### config.mk
export PLATFORM = sky130hd
export DESIGN_NAME = execute_stage
export DESIGN_NICKNAME = d
export VERILOG_FILES = /design/src/rtl/exec_pkg.sv /design/src/rtl/iter_mul.sv /design/src/rtl/execute_stage.sv
export SDC_FILE = /design/constraint.sdc
export NUM_CORES = 1
export LEC_CHECK = 0
export ABC_AREA = 1
export BUFFER_PORTS_ARGS = -buffer_cell sky130_fd_sc_hd__clkbuf_2
export CORE_MARGIN = 10
export CORE_UTILIZATION = 28
export DETAILED_ROUTE_END_ITERATION = 8
export SYNTH_ARGS = -nofsm -noshare
export SYNTH_HDL_FRONTEND = slang
export SYNTH_HIERARCHICAL = 1
export SYNTH_SLANG_ARGS = --single-unit
### constraint.sdc
create_clock -name clk -period 0.95 [get_ports clk]
set_input_delay 0.095 -clock clk [delete_from_list [all_inputs] [get_ports clk]]
set_output_delay 0.095 -clock clk [all_outputs]
set_load 0.05 [all_outputs]
### src/rtl/exec_pkg.sv
// Shared types and constants for the execute stage: operand widths, ALU opcodes, FSM states.
package exec_pkg;
  localparam int DEF_DATA_W = 24;
  localparam int DEF_REG_W  = 4;
  localparam int MUL_ITERS  = 24;

  typedef enum logic [2:0] {
    OP_ADD = 3'd0,
    OP_SUB = 3'd1,
    OP_AND = 3'd2,
    OP_OR  = 3'd3,
    OP_XOR = 3'd4,
    OP_SLL = 3'd5,
    OP_SRL = 3'd6,
    OP_MUL = 3'd7
  } alu_op_t;

  typedef enum logic {
    ST_IDLE = 1'b0,
    ST_BUSY = 1'b1
  } exec_state_t;
endpackage

### src/rtl/iter_mul.sv
// Shift-add multiplier, one partial product per cycle; only built when EXEC_MUL_EN is defined.
// product is combinational and already includes the current step, so it is complete in the done cycle.
`ifdef EXEC_MUL_EN
module iter_mul
  import exec_pkg::*;
#(
  parameter int W = DEF_DATA_W
) (
  input  logic         clk,
  input  logic         reset,
  input  logic         start,
  input  logic         abort,
  input  logic [W-1:0] a,
  input  logic [W-1:0] b,
  output logic         done,
  output logic [W-1:0] product
);
  logic         busy;
  logic [4:0]   iter;
  logic [W-1:0] acc;
  logic [W-1:0] mcand;
  logic [W-1:0] mplier;

  assign product = acc + (mplier[0] ? mcand : '0);
  assign done    = busy && (iter == 5'(MUL_ITERS - 1));

  always_ff @(posedge clk or negedge reset) begin
    if (!reset) begin
      busy   <= 1'b0;
      iter   <= '0;
      acc    <= '0;
      mcand  <= '0;
      mplier <= '0;
    end else if (abort) begin
      busy <= 1'b0;
      iter <= '0;
    end else if (start) begin
      busy   <= 1'b1;
      iter   <= '0;
      acc    <= '0;
      mcand  <= a;
      mplier <= b;
    end else if (busy) begin
      acc    <= product;
      mcand  <= mcand << 1;
      mplier <= mplier >> 1;
      iter   <= iter + 5'd1;
      if (done) busy <= 1'b0;
    end
  end
endmodule
`endif

### src/rtl/execute_stage.sv
// Execute stage: single-cycle ALU into a registered memory-stage boundary; 1-cycle latency.
// EXEC_MUL_EN adds an iterative MUL (25-cycle latency) that holds decode via combinational stall.
module execute_stage
  import exec_pkg::*;
#(
  parameter int DATA_W = DEF_DATA_W,
  parameter int REG_W  = DEF_REG_W
) (
  input  logic              clk,
  input  logic              reset,
  input  logic              inValid,
  input  logic [2:0]        aluOp,
  input  logic [DATA_W-1:0] srcA,
  input  logic [DATA_W-1:0] srcB,
  input  logic [DATA_W-1:0] storeData,
  input  logic              memWeIn,
  input  logic              writeRegFromAluIn,
  input  logic              regWeIn,
  input  logic [REG_W-1:0]  regToWriteIn,
  input  logic              flush,
  output logic              stall,
  output logic              memWe,
  output logic              writeRegFromAlu,
  output logic              regWe,
  output logic [DATA_W-1:0] result,
  output logic [DATA_W-1:0] dataToWrite,
  output logic [REG_W-1:0]  regToWrite
);
  logic [4:0]        shamt;
  logic [DATA_W-1:0] alu_res;
  logic              load_new;
  logic              nxt_mwe, nxt_wrf, nxt_rwe;
  logic [DATA_W-1:0] nxt_res, nxt_dtw;
  logic [REG_W-1:0]  nxt_rtw;

  assign shamt = srcB[4:0];

  always_comb begin
    alu_res = '0;
    case (alu_op_t'(aluOp))
      OP_ADD:  alu_res = srcA + srcB;
      OP_SUB:  alu_res = srcA - srcB;
      OP_AND:  alu_res = srcA & srcB;
      OP_OR:   alu_res = srcA | srcB;
      OP_XOR:  alu_res = srcA ^ srcB;
      OP_SLL:  if (int'(shamt) < DATA_W) alu_res = srcA << shamt;
      OP_SRL:  if (int'(shamt) < DATA_W) alu_res = srcA >> shamt;
      default: alu_res = '0;
    endcase
  end

`ifdef EXEC_MUL_EN
  localparam logic [4:0] LAST = 5'(MUL_ITERS - 1);

  exec_state_t       state;
  logic [4:0]        count;
  logic              lat_mwe, lat_wrf, lat_rwe;
  logic [DATA_W-1:0] lat_dtw;
  logic [REG_W-1:0]  lat_rtw;
  logic              is_mul, mul_start, mul_done;
  logic [DATA_W-1:0] mul_product;

  assign is_mul    = (alu_op_t'(aluOp) == OP_MUL);
  assign mul_start = !flush && (state == ST_IDLE) && inValid && is_mul;
  assign load_new  = !flush && (state == ST_IDLE) && inValid && !is_mul;
  // Released in the final iteration so decode's held MUL is accepted on the same edge as the product.
  assign stall = reset && (mul_start || (!flush && (state == ST_BUSY) && (count != LAST)));

  iter_mul #(.W(DATA_W)) u_iter_mul (
    .clk     (clk),
    .reset   (reset),
    .start   (mul_start),
    .abort   (flush),
    .a       (srcA),
    .b       (srcB),
    .done    (mul_done),
    .product (mul_product)
  );

  always_ff @(posedge clk or negedge reset) begin
    if (!reset) begin
      state   <= ST_IDLE;
      count   <= '0;
      lat_mwe <= 1'b0;
      lat_wrf <= 1'b0;
      lat_rwe <= 1'b0;
      lat_dtw <= '0;
      lat_rtw <= '0;
    end else if (flush) begin
      state <= ST_IDLE;
      count <= '0;
    end else if (mul_start) begin
      state   <= ST_BUSY;
      count   <= '0;
      lat_mwe <= memWeIn;
      lat_wrf <= writeRegFromAluIn;
      lat_rwe <= regWeIn;
      lat_dtw <= storeData;
      lat_rtw <= regToWriteIn;
    end else if (state == ST_BUSY) begin
      if (count == LAST) begin
        state <= ST_IDLE;
        count <= '0;
      end else begin
        count <= count + 5'd1;
      end
    end
  end
`else
  assign stall    = 1'b0;
  assign load_new = !flush && inValid;
`endif

  always_comb begin
    nxt_mwe = 1'b0;
    nxt_wrf = 1'b0;
    nxt_rwe = 1'b0;
    nxt_res = '0;
    nxt_dtw = '0;
    nxt_rtw = '0;
    if (load_new) begin
      nxt_mwe = memWeIn;
      nxt_wrf = writeRegFromAluIn;
      nxt_rwe = regWeIn;
      nxt_res = alu_res;
      nxt_dtw = storeData;
      nxt_rtw = regToWriteIn;
    end
`ifdef EXEC_MUL_EN
    else if (mul_done && !flush) begin
      nxt_mwe = lat_mwe;
      nxt_wrf = lat_wrf;
      nxt_rwe = lat_rwe;
      nxt_res = mul_product;
      nxt_dtw = lat_dtw;
      nxt_rtw = lat_rtw;
    end
`endif
  end

  always_ff @(posedge clk or negedge reset) begin
    if (!reset) begin
      memWe           <= 1'b0;
      writeRegFromAlu <= 1'b0;
      regWe           <= 1'b0;
      result          <= '0;
      dataToWrite     <= '0;
      regToWrite      <= '0;
    end else begin
      memWe           <= nxt_mwe;
      writeRegFromAlu <= nxt_wrf;
      regWe           <= nxt_rwe;
      result          <= nxt_res;
      dataToWrite     <= nxt_dtw;
      regToWrite      <= nxt_rtw;
    end
  end
endmodule

==> metrics, run 1 <==
Core Box Area about 27000 µm²; Initial Util between 20 and 30%; mean routed wirelength per cell about 18 µm; worst hold slack between 0.2 and 0.3 ns; Yosys reg bits 55; Die H around 190 µm; pwr dens between 900 and 1000 nW/µm²; Site Rows 60; CTS tree built; number of max-cap violations 0; Synth top area share between 20% and 30%; top cells by area, synth nand2_1, dfrtp_1, ha_1; prevailing post-synth register cell dfrtp_1; WS Path Type in2reg; via count roughly 9900; antenna-violating nets left 0; Overall Power 11700 µW; worst setup path end result[17]; Final GP Congestion 1.01; Seq/Total Area, Yosys a little under a fifth; Remaining DRCs 0; Max transition margin 66.7%; Netlist cell types 46; Max clock buf depth 2; DRT Pass-1 Iters 6; Total Routing Usage GR approximately 20%; post-route setup slack -1.38 ns; Worst EP arrival 2.51 ns; status finished with violations; FFs w/ async S/R, synth 100%; Antenna diodes 0; vias in the first global route about 9500; Leakage a little under 0.007 µW; Final Cycle Share 245%; worst min-delay path class in2reg; CP endpoint kind register; Top-Level Pins approximately 140; RSZ-0062 raised after global routing true; Root Driver clkbuf_16; global-route wire length before repair 53.6 mm; layout cells sized above 1 36.7%; Req. time, crit path between 1 and 1.5 ns; cell area after synthesis between 7000 and 8000 µm²; VDD IR max roughly 660 µV; failing checks setup timing; IO Port Bufs 140; initial antenna violation count 0; Synth Area per Inst roughly 5.9 µm²; WL final between 30 and 40 mm; drt initial violations 948; synth warn 6; Setup-failing EPs final 30; Synth-to-Final Area Change 67.1%; Startpoint Class input port; fin. max-slew vios 0; Least-Margin Pin Slew about 0.50 ns; CTS Buf Count 5; post-route design area ~13000 µm²; Post-Syn Instances between 1000 and 1500; total congestion overflow 0; commonest cells in the netlist nand2_1, nand3_1, inv_1, nor2_1, ha_1; number of synthesized flops with an enable pin 0; Final nets ~1800; Die X 185 µm; Die ar. ~34000 µm²; pin count of the biggest net entering global routing 56; clock sink count 55; area leader, netlist nand2_1; CTS clock-pin slew for the worst setup and hold paths approximately 0.070 ns; DR vias/cell 4.91; final hold violations 0; post-layout min period 2.33 ns; dpl hpwl 28.1 mm; Max H-tree Level 2; fmax 0.430 GHz; CP startpoint srcB[8]; Post-DP Area 10400 µm²; most common cell in the netlist nand2_1; Critical Path Fanout Max 4; Syn Nets between 1000 and 1500
stage by stage:
stage | utilization, % | setup TNS [ns] | setup WS [ns] | cells
after floorplan | - | -27.65 | -1.40 | 1294
after global placement | 38.8 | -36.54 | -1.74 | 1945
after detailed placement | 38.8 | -37.18 | -1.76 | 1945
after CTS | 44.8 | -25.22 | -1.27 | 2002
after global routing | 47.5 | -29.75 | -1.50 | 2021
final | 47.5 | -25.86 | -1.38 | 2021
power breakdown:
part / switching, µW / internal, µW / leakage, µW
sequential: 76.1 / 2450 / 0.000745
clock: 846 / 1260 / 0.0000815
combinational: 4000 / 3070 / 0.00594
sequential cells by signal, summed over array words and instances (netlist names):
name and count:
memWe 1, regWe 1, dataToWrite 24, writeRegFromAlu 1
regToWrite 4, result 24
layout by cell type (no fill, tap or decap), types with 22 or more instances in the layout:
cell type and count:
nand2_2 45, xor2_1 24, dlygate4sd3_1 32, clkbuf_2 76, nand2_1 355, buf_8 60
dfrtp_1 55, a21oi_1 48, nand3_1 160, nor2_1 87, inv_1 156, ha_1 55
buf_6 24, o21ai_1 22, buf_4 214
final cells by class:
type,instances,area (µm²)
tap,341,427
fill,2729,14100
sequential,55,1380
timing repair buffer,423,3810
multi-input combinational,1009,6260
clock buffer,6,129
clock inverter,2,38.8
inverter,185,732
worst min path at each step:
stage / cells after the start / end / start / slack [ns]
2_1_floorplan: 0 / dataToWrite[0] / reset / -0.20
3_3_place_gp: 2 / dataToWrite[15] / reset / 0.12
3_5_place_dp: 2 / dataToWrite[15] / reset / 0.12
4_1_cts: 5 / dataToWrite[19] / flush / 0.27
5_1_grt: 5 / result[22] / flush / 0.29
6_report: 5 / result[22] / flush / 0.26
per-layer routing:
metal,vias up,track usage (%),part of all wire (%),wire length (µm)
li1,4888,-,-,-
met1,4527,25.8,42,15300
met2,431,32.7,46,16600
met3,79,2.68,6.6,2370
met4,0,8.62,5.0,1790
met5,-,0,0,0
critical path, cell delays in order:
cell and delay [ns]:
buf_8 0.10, nor2_4 0.16, nand3_2 0.10, inv_2 0.08
buf_6 0.10, nand3_4 0.11, o21ai_4 0.20, nand2_2 0.10
xor2_1 0.15, ha_1 0.37, nand2_2 0.13, nor2_2 0.17
inv_1 0.09, nor3_1 0.21, nand2_1 0.12, nand2_1 0.08
nand2_1 0.04, nand3_1 0.06, a21oi_1 0.06
kinds of logic (layout without fill, tap and decap cells):
logic type / after synthesis / count (layout) / synth area share [%]
AOI/OAI and AO/OA: 150 / 150 / 11.5
xor gates and xnor gates: 28 / 28 / 3.21
adders and majority gates: 75 / 75 / 12.4
buffers and inverters: 230 / 616 / 12.6
DFF: 55 / 55 / 18.0
other: 1 / 1 / 0.0491
and+or+nand+nor: 755 / 755 / 42.2
what timing repair did:
action                                  CTS  global route
buffers inserted                         18            18
endpoints found under the setup margin   79            79
resized for setup                       235           188
gates cloned                              0             1
endpoints found under the hold margin    86             0
pin swaps                                63            69
hold buffers                             32             0
Note: power is estimated with default switching activity, not from simulation.
==> inputs of run 2 (changes only) <==
--- a/config.mk
+++ b/config.mk
@@ -5,7 +5,7 @@
 export SDC_FILE = /design/constraint.sdc
 export NUM_CORES = 1
 export LEC_CHECK = 0
-export ABC_AREA = 1
+export ABC_AREA = 0
 export BUFFER_PORTS_ARGS = -buffer_cell sky130_fd_sc_hd__clkbuf_2
 export CORE_MARGIN = 10
 export CORE_UTILIZATION = 28
==> run 2 against run 1 <==
The flow still finishes with violations (setup timing); critical path depth decreased by 5; non-clock buffer count increased by 56; power decreased by 0.69%; area after synthesis decreased by 2.1%; first-iteration DRC count decreased by 18%; via count decreased by 8.1%; global-route usage increased by 1.3 points; count of clock-buffer cells in the layout decreased by 1; worst hold slack got worse by 0.25 ns; die area decreased by 1.9%; sequential power about the same; cell count decreased by 16%; largest cell class unchanged.
==> metrics, run 2 <==
status finished with violations; failing checks setup timing; Post-DP Area 10600 µm² (+2.0%); Clk pwr share 16.8% (-1.2 points); CTS Buf Count 5 (unchanged); CTS tree built; Max clock buf depth 2 (unchanged); worst min-delay path class in2reg; DRT Pass-1 Iters 5 (-1); Max transition margin 56.9% (-9.9 points); Worst EP arrival 2.90 ns (+0.39 ns); Synth Area per Inst 8.07 µm² (+37%); drt initial violations 776 (-18%); Leakage 0.00600 µW (-11%); Top-Level Pins 142 (unchanged); Setup-failing EPs final 49 (+63%); Overall Power 11600 µW (-0.69%); post-route setup slack -1.74 ns (-0.366 ns); clock sink count 55 (unchanged); final hold violations 0 (unchanged); synth warn 6 (unchanged); Initial Util 28.6% (+0.11 points); commonest cells in the netlist nor2_1, nand2_1, ha_1, a21oi_1, inv_1; number of max-cap violations 0 (unchanged); fmax 0.372 GHz (-14%); DR vias/cell 5.40 (+9.9%); top cells by area, synth dfrtp_1, ha_1, mux2i_1; Pint 6800 µW (+0.41%); post-route design area 12700 µm² (-0.76%); min-delay src storeData[12]; most common cell in the netlist nor2_1; fin. max-slew vios 0 (unchanged); post-layout min period 2.69 ns (+0.366 ns); cell area after synthesis 7480 µm² (-2.1%); Syn Nets 1088 (-25%); pwr dens 917 nW/µm² (about the same); # fillers 2468 (-9.6%); Antenna diodes 0 (unchanged); WL final 37.3 mm (+3.3%); Yosys reg bits 55 (unchanged); via count 9122 (-8.1%); total congestion overflow 0 (unchanged); CTS clock-pin slew for the worst setup and hold paths 0.09 ns (+0.02 ns); antenna-violating nets left 0 (unchanged); most common cell after layout, fill and taps aside buf_4; net switching power figure 4820 µW (-2.2%); initial antenna violation count 0 (unchanged); Req. time, crit path 1.16 ns (+0.02 ns); global-route wire length before repair 55.4 mm (+3.4%); sequential power share 21.8% (+0.2 points); Site Rows 59 (-1.7%); Post-Syn Instances 927 (-28%); pin count of the biggest net entering global routing 60 (+7.1%); Worst Hold Path Cells 2 (-3); WS Path Type in2reg; Comb pwr share 61.5% (+1.0 points); Least-Margin Pin Slew 0.640 ns (+0.142 ns); Startpoint Class input port; biggest regs dataToWrite x24, result x24, regToWrite x4; IO Port Bufs 140 (unchanged); Final GP Congestion 1.02 (+0.53%); FFs w/ async S/R, synth 100% (unchanged); register area 1380 µm² (about the same); area of the multi-input gates 6280 µm² (+0.38%); Synth top area share 18.4% (-1.9 points); Core Box Area 26200 µm² (-2.5%); number of synthesized flops with an enable pin 0 (unchanged); Final Cycle Share 283% (+39 points); Final nets 1515 (-18%); RSZ-0062 raised after global routing true; layout cells sized above 1 46.3% (+9.7 points); prevailing post-synth register cell dfrtp_1; CP endpoint kind register; worst hold slack 0.0117 ns (-0.253 ns); Netlist cell types 84 (+83%); Total Routing Usage GR 21.3% (+1.3 points); Die H 183 µm (-0.95%); mean routed wirelength per cell 22.1 µm (+24%); VDD IR max 792 µV (+20%); area leader, netlist dfrtp_1; commonest cells after routing, fill and taps aside buf_4, clkbuf_2, nand2_1, nor2_1, ha_1; Synth-to-Final Area Change 69.4%; Die ar. 33700 µm² (-1.9%); Seq/Total Area, Yosys 18.4% (+0.39 points); Sw Share 41.5% (-0.64 points); CP startpoint srcB[3]; Remaining DRCs 0 (unchanged); Die X 183 µm (-0.95%); dpl hpwl 29.3 mm (+4.6%); vias in the first global route 9108 (-4.2%); Root Driver clkbuf_16; Max H-tree Level 2 (unchanged); Critical Path Fanout Max 4 (unchanged)
## run 2: kinds of logic after synthesis
kind of cell	share of synthesized area, %
adders and majority gates	12.6
buffers and inverters	7.79
muxes	16.0
other	0.0501
xor gates and xnor gates	3.73
and+or+nand+nor	19.5
DFF	18.4
AOI/OAI and AO/OA	21.9
## run 2: routing by layer
| metal | global-route usage [%] | wire length [µm] | up-vias |
|---|---|---|---|
| met5 | 0 | 0 | - |
| met4 | 6.52 | 1190 | 0 |
| met3 | 3.58 | 2980 | 68 |
| met2 | 34.6 | 17100 | 400 |
| met1 | 28.3 | 16100 | 4424 |
| li1 | - | - | 4230 |
## run 2: final cells by class
| class | count | share of cell area [%] |
|---|---|---|
| Clock buffer | 5 | 0.987 |
| Clock inverter | 3 | 0.217 |
| Inverter | 63 | 1.93 |
| Multi-Input combinational cell | 750 | 49.6 |
| Sequential cell | 55 | 10.9 |
| Tap cell | 335 | 3.31 |
| Timing Repair Buffer | 479 | 33.1 |
## run 2: critical path: stages
cell and delay, ns:
clkbuf_16 0.13, nor4_4 0.28, nand2_2 0.15, nor2_2 0.12
nor2_1 0.06, xnor2_1 0.12, ha_1 0.35, a21oi_2 0.17
nand2_1 0.09, a211oi_2 0.37, nand2_2 0.12, a211o_1 0.38
a32o_1 0.24, a41o_1 0.21
## run 2: repair_timing
item                       CTS  global route
hold buffers                26             0
buffers inserted            22             8
resized for setup          207           138
gates cloned                 2             0
setup endpoints to repair   79            79
hold endpoints to repair    80             0
pin swaps                   39            48
## run 2: path summary, 6_finish.rpt
check / endpoint
setup / recovery: result[21]
hold / removal: dataToWrite[12]
max in group asynchronous: regWe
min in group asynchronous: result[8]
## run 2: stage by stage
| step | TNS (ns) | worst slack [ns] | util, % | instances |
|---|---|---|---|---|
| 2_1_floorplan | -35.74 | -1.95 | - | 927 |
| 3_3_place_gp | -42.99 | -2.01 | 40.5 | 1631 |
| 3_5_place_dp | -43.90 | -2.08 | 40.5 | 1631 |
| 4_1_cts | -34.00 | -1.62 | 46.5 | 1687 |
| 5_1_grt | -37.87 | -1.82 | 48.4 | 1690 |
| 6_report | -34.36 | -1.74 | 48.4 | 1690 |
## run 2: power groups by stage
stage | clock (µW) | sequential, µW | combinational, µW
5_1_grt | 2110 | 2540 | 7550
2_1_floorplan | 0 | 2910 | 2680
3_3_place_gp | 0 | 2520 | 5750
3_5_place_dp | 0 | 2530 | 5770
4_1_cts | 2000 | 2500 | 6540
6_report | 1950 | 2530 | 7140
